<file path="src/rtl/signmag_conv_pipe.sv">
// Two-stage pipelined converter between two's-complement and sign-magnitude words.
// Flags the most-negative TC input and SM negative zero, and counts those results.
module signmag_conv_pipe #(
  parameter int WIDTH = 6,
  parameter int CNT_W = 8
) (
  input  logic             clk,
  input  logic             reset,
  input  logic             in_valid,
  output logic             in_ready,
  input  logic [WIDTH-1:0] in_data,
  input  logic             in_mode,
  output logic             out_valid,
  input  logic             out_ready,
  output logic [WIDTH-1:0] out_data,
  output logic             out_ovf,
  output logic             out_negz,
  output logic [CNT_W-1:0] exc_count,
  input  logic             clr_count
);

  localparam int M = WIDTH - 1;

  // Handshake: a word moves across a port on a rising edge where valid && ready.
  // A producer holds valid and its payload until accepted. in_ready is combinational
  // from out_ready, so a full pipeline can still accept a word in the cycle it drains.

  logic         s1_valid;
  logic         s1_mode;
  logic         s1_sign;
  logic [M-1:0] s1_low;
  logic [M-1:0] s1_inv;

  logic s2_load;
  logic s1_load;

  assign s2_load  = !out_valid || out_ready;
  assign s1_load  = !s1_valid || s2_load;
  assign in_ready = s1_load;

  // Stage 1: capture the word, its mode, its sign and the one's complement of its low bits.
  always_ff @(posedge clk) begin
    if (reset) begin
      s1_valid <= 1'b0;
      s1_mode  <= 1'b0;
      s1_sign  <= 1'b0;
      s1_low   <= '0;
      s1_inv   <= '0;
    end else if (s1_load) begin
      s1_valid <= in_valid;
      if (in_valid) begin
        s1_mode <= in_mode;
        s1_sign <= in_data[M];
        s1_low  <= in_data[M-1:0];
        s1_inv  <= ~in_data[M-1:0];
      end
    end
  end

  logic             mag_zero;
  logic [M-1:0]     neg_mag;
  logic [WIDTH-1:0] tc_neg;
  logic [WIDTH-1:0] nxt_data;
  logic             nxt_ovf;
  logic             nxt_negz;

  assign mag_zero = (s1_low == '0);
  assign neg_mag  = s1_inv + M'(1);
  assign tc_neg   = {1'b1, s1_inv} + WIDTH'(1);

  // Stage 2 datapath: the +1 and the two special cases that have no exact image.
  always_comb begin
    nxt_data = {s1_sign, s1_low};
    nxt_ovf  = 1'b0;
    nxt_negz = 1'b0;
    if (s1_sign) begin
      if (!s1_mode) begin
        if (mag_zero) begin
          nxt_data = '1;
          nxt_ovf  = 1'b1;
        end else begin
          nxt_data = {1'b1, neg_mag};
        end
      end else begin
        if (mag_zero) begin
          nxt_data = '0;
          nxt_negz = 1'b1;
        end else begin
          nxt_data = tc_neg;
        end
      end
    end
  end

  always_ff @(posedge clk) begin
    if (reset) begin
      out_valid <= 1'b0;
      out_data  <= '0;
      out_ovf   <= 1'b0;
      out_negz  <= 1'b0;
    end else if (s2_load) begin
      out_valid <= s1_valid;
      if (s1_valid) begin
        out_data <= nxt_data;
        out_ovf  <= nxt_ovf;
        out_negz <= nxt_negz;
      end
    end
  end

  logic exc_fire;

  assign exc_fire = out_valid && out_ready && (out_ovf || out_negz);

  // Saturating exception counter; a clear in the same cycle as an increment wins.
  always_ff @(posedge clk) begin
    if (reset || clr_count) begin
      exc_count <= '0;
    end else if (exc_fire && (exc_count != '1)) begin
      exc_count <= exc_count + CNT_W'(1);
    end
  end

endmodule
</file>
<file path="config.mk">
export PLATFORM = sky130hd
export DESIGN_NAME = signmag_conv_pipe
export DESIGN_NICKNAME = d
export VERILOG_FILES = /design/src/rtl/signmag_conv_pipe.sv
export SDC_FILE = /design/constraint.sdc
export NUM_CORES = 1
export LEC_CHECK = 0
export ABC_AREA = 1
export BUFFER_PORTS_ARGS = -buffer_cell sky130_fd_sc_hd__buf_4
export CORE_UTILIZATION = 44
export DETAILED_ROUTE_END_ITERATION = 10
export GPL_ROUTABILITY_DRIVEN = 1
export PLACE_DENSITY_LB_ADDON = 0.12
export RECOVER_POWER = 50
export SYNTH_ARGS = -nofsm -noshare
export SYNTH_HDL_FRONTEND = slang
export SYNTH_SLANG_ARGS = --single-unit
</file>
<file path="constraint.sdc">
create_clock -name clk -period 1.96 [get_ports clk]
set_input_delay 0.294 -clock clk [delete_from_list [all_inputs] [get_ports clk]]
set_output_delay 0.294 -clock clk [all_outputs]
set_load 0.005 [all_outputs]
</file>
==> out/metrics.yaml <==
outcome:
  outcome: "completed"
place:
  hpwl_um: 2310
  finalWeightedCongestion: 0.826
  io_buffers: 29
  dp.cells: 270
global_routing:
  antenna_found_initial: 0
  grt_usage_pct: 20.0
  first_global_vias: 1245
  grt_max_degree: 18
  grt_pass1_wl_um: 5100
  grt_overflow: 0
yosys:
  ys_ff_latch: 30
  netlist_area_um2: 1410
  synth_compound_area_share_pct: 14.5
  synth-simple-area-share_pct: 30.9
  yosysTopAreaCell: "dfxtp_1"
  yosysMostFrequentCell: "nand2_1"
  netlist.area_leader.share_pct: 42.7
  synth-adder-area-share_pct: 1.78
  yosys-top-cells-count: "nand2_1 (45), dfxtp_1 (30), inv_1 (28)"
  synth_edf_count: 0
  synth_cell_types: 22
  seq_area_frac_synth_pct: 42.7
  yosys_warnings: 0
  synth_top_family_by_area: "simple AND/OR/NAND/NOR gates"
  synth_area_leaders: "dfxtp_1 (43%), nand2_1 (12%), a21oi_1 (7.5%)"
  synthXorXnorAreaFrac_pct: 1.25
  synth_flop_cell: "dfxtp_1"
  async_flop_share_pct: 0
  syn-mean-instance-area_um2: 7.06
  syn_inst: 199
  synth_mux_area_share_pct: 0
  syn_nets: 213
pwr:
  seqPwrFrac_pct: 55.3
  p_leak_nw: 0.773
  vdd.ir_drop.worst_mv: 0.433
  power_density_nw_per_um2: 691
  combinationalPowerShare_pct: 12.1
  p_int_mw: 0.871
  switching_power_mw: 0.316
  p_clk_share_pct: 32.6
  swShare_pct: 26.6
worst_hold_path:
  min_from: "reset"
  whs_path_depth: 2
  min_to: "out_data[5]"
  hold_path_class: "in2reg"
route:
  via_per_inst: 4.96
  vias: 1380
  drt_iter0_drc: 66
  wl_um: 3060
  drcViolationCount: 0
  ant_nets: 0
  dr.pass1.iters: 4
  drt-wirelength-per-cell_um: 11.0
die:
  fp.dieH_um: 58.5
  core_um2: 3050
  die-area_um2: 3420
  fp-row-count: 20
  initial_core_util_pct: 46.0
  die_x_um: 58.5
  ios: 30
worst_setup_path:
  r2r_cells: 5
  r2r_end: "s1_inv[2]"
  worst_ep_arrival_time_ps: 1730
  path_max_fanout: 17
  required_ps: 2190
  cp-end-kind: "flip-flop"
  r2r_slack_ps: 450
  worstSetupStartpointType: "flip-flop"
  worstSetupPathType: "reg2reg"
  regToRegStartpoint: "out_valid"
sta:
  layout_min_cycle_time_ps: 1510
  finalCritPeriodShare_pct: 77.0
  rsz0062_at_grt: "no"
  fin_skew_ps: 7.10
  final_hold_viol_count: 0
  fmax_mhz: 663
  setup_viol: 0
  max_slew_margin_pct: 62.9
  tightest_slew_ps: 556
  slew_viol_final: 0
  setup_tns_ps: 0
layout:
  finalNonFillerCells: 278
  diodes: 0
  area_delta_synth_final_pct: 22.2
  finalNetCount: 247
  drive_gt1_share_pct: 18.4
  final_util_pct: 56.2
clocking:
  cts_tree: "done"
  postCtsHoldBufs: 0
  cts_made_buffers: 5
  cts_max_level: 2
  cts_sinks: 30
  post_cts_resized: 0
  path_clk_slew_ps: 100
  post_cts_buffers: 0
  worstSkewPairLatency_ps: 330
  cts_buffer_depth: 2
  cts-root-buf: "clkbuf_4"
flow_run:
  maxCapViolCount: 0
worst max-delay path, cell delays in order, from the launching register on:
cell and delay, ps:
dfxtp_1 380, nand3_1 140, nand2_1 450, inv_1 190, o21ai_0 190, nor2_1 60
logic make-up after synthesis:
group | after synthesis
and+or+nand+nor | 96
AOI/OAI and AO/OA | 38
buffers and inverters | 31
DFF | 30
xor gates and xnor gates | 2
adders and majority gates | 2
state kept, by name, summed over array words and instances (netlist names):
name / flops
s1_low: 5
out_data: 6
s1_mode: 1
s1_valid: 1
out_ovf: 1
exc_count: 8
out_valid: 1
out_negz: 1
s1_sign: 1
s1_inv: 5
per-stage QoR:
step | total power, mW | worst slack (ps) | hold WS (ps) | cell area, um^2
after floorplan | 0.760 | 653 | 372 | 1410
after global placement | 0.813 | 537 | 458 | 1660
after detailed placement | 0.815 | 491 | 464 | 1660
after CTS | 1.20 | 494 | 227 | 1720
after global routing | 1.25 | 244 | 228 | 1720
final | 1.19 | 451 | 239 | 1720
layout by cell type, fill, tap and decap left out, types with 3 or more instances in the layout:
cell type | synthesis | routed
a21oi_1 | 21 | 21
dfxtp_1 | 30 | 30
o21ai_0 | 11 | 11
a211oi_1 | 3 | 3
nand2_1 | 45 | 46
nor2_1 | 21 | 21
nand3_1 | 16 | 16
nand4_1 | 6 | 6
buf_4 | 0 | 12
clkbuf_4 | 0 | 21
inv_1 | 28 | 28
or2_2 | 3 | 3
power groups by stage:
stage / Sequential (mW) / Combinational [mW] / Clock [mW]
finish: 0.656 / 0.144 / 0.387
global route: 0.660 / 0.164 / 0.423
CTS: 0.656 / 0.145 / 0.397
detailed placement: 0.670 / 0.145 / 0
global placement: 0.670 / 0.143 / 0
floorplan: 0.667 / 0.0928 / 0
worst max-delay path by stage:
stage / endpoint / from / slack (ps) / cells past startpoint
final: s1_inv[2] / out_valid / 450 / 5
after global routing: s1_inv[1] / out_valid / 240 / 5
after CTS: exc_count[1] / exc_count[0] / 490 / 8
after detailed placement: s1_inv[1] / out_ready / 490 / 7
after global placement: s1_inv[2] / out_ready / 540 / 7
after floorplan: exc_count[0] / exc_count[0] / 650 / 8
metal layers:
layer,track usage [%],part of all wire (%),vias to the layer above
met1,24.2,48,625
li1,-,-,716
met3,4.62,4.8,7
met2,33.0,45,32
met5,0,0,-
met4,10.5,2.0,0
final cells by class:
cell class              count  area (um^2)
flip-flops and latches     30          601
well taps                  44         55.1
repair buffers             29          214
clock inverters             1         5.00
multi-input cells         138          678
clock buffers               7         55.1
fillers                   330         1340
inverters                  29          109
No activity file was read; power rests on OpenSTA's default activity.
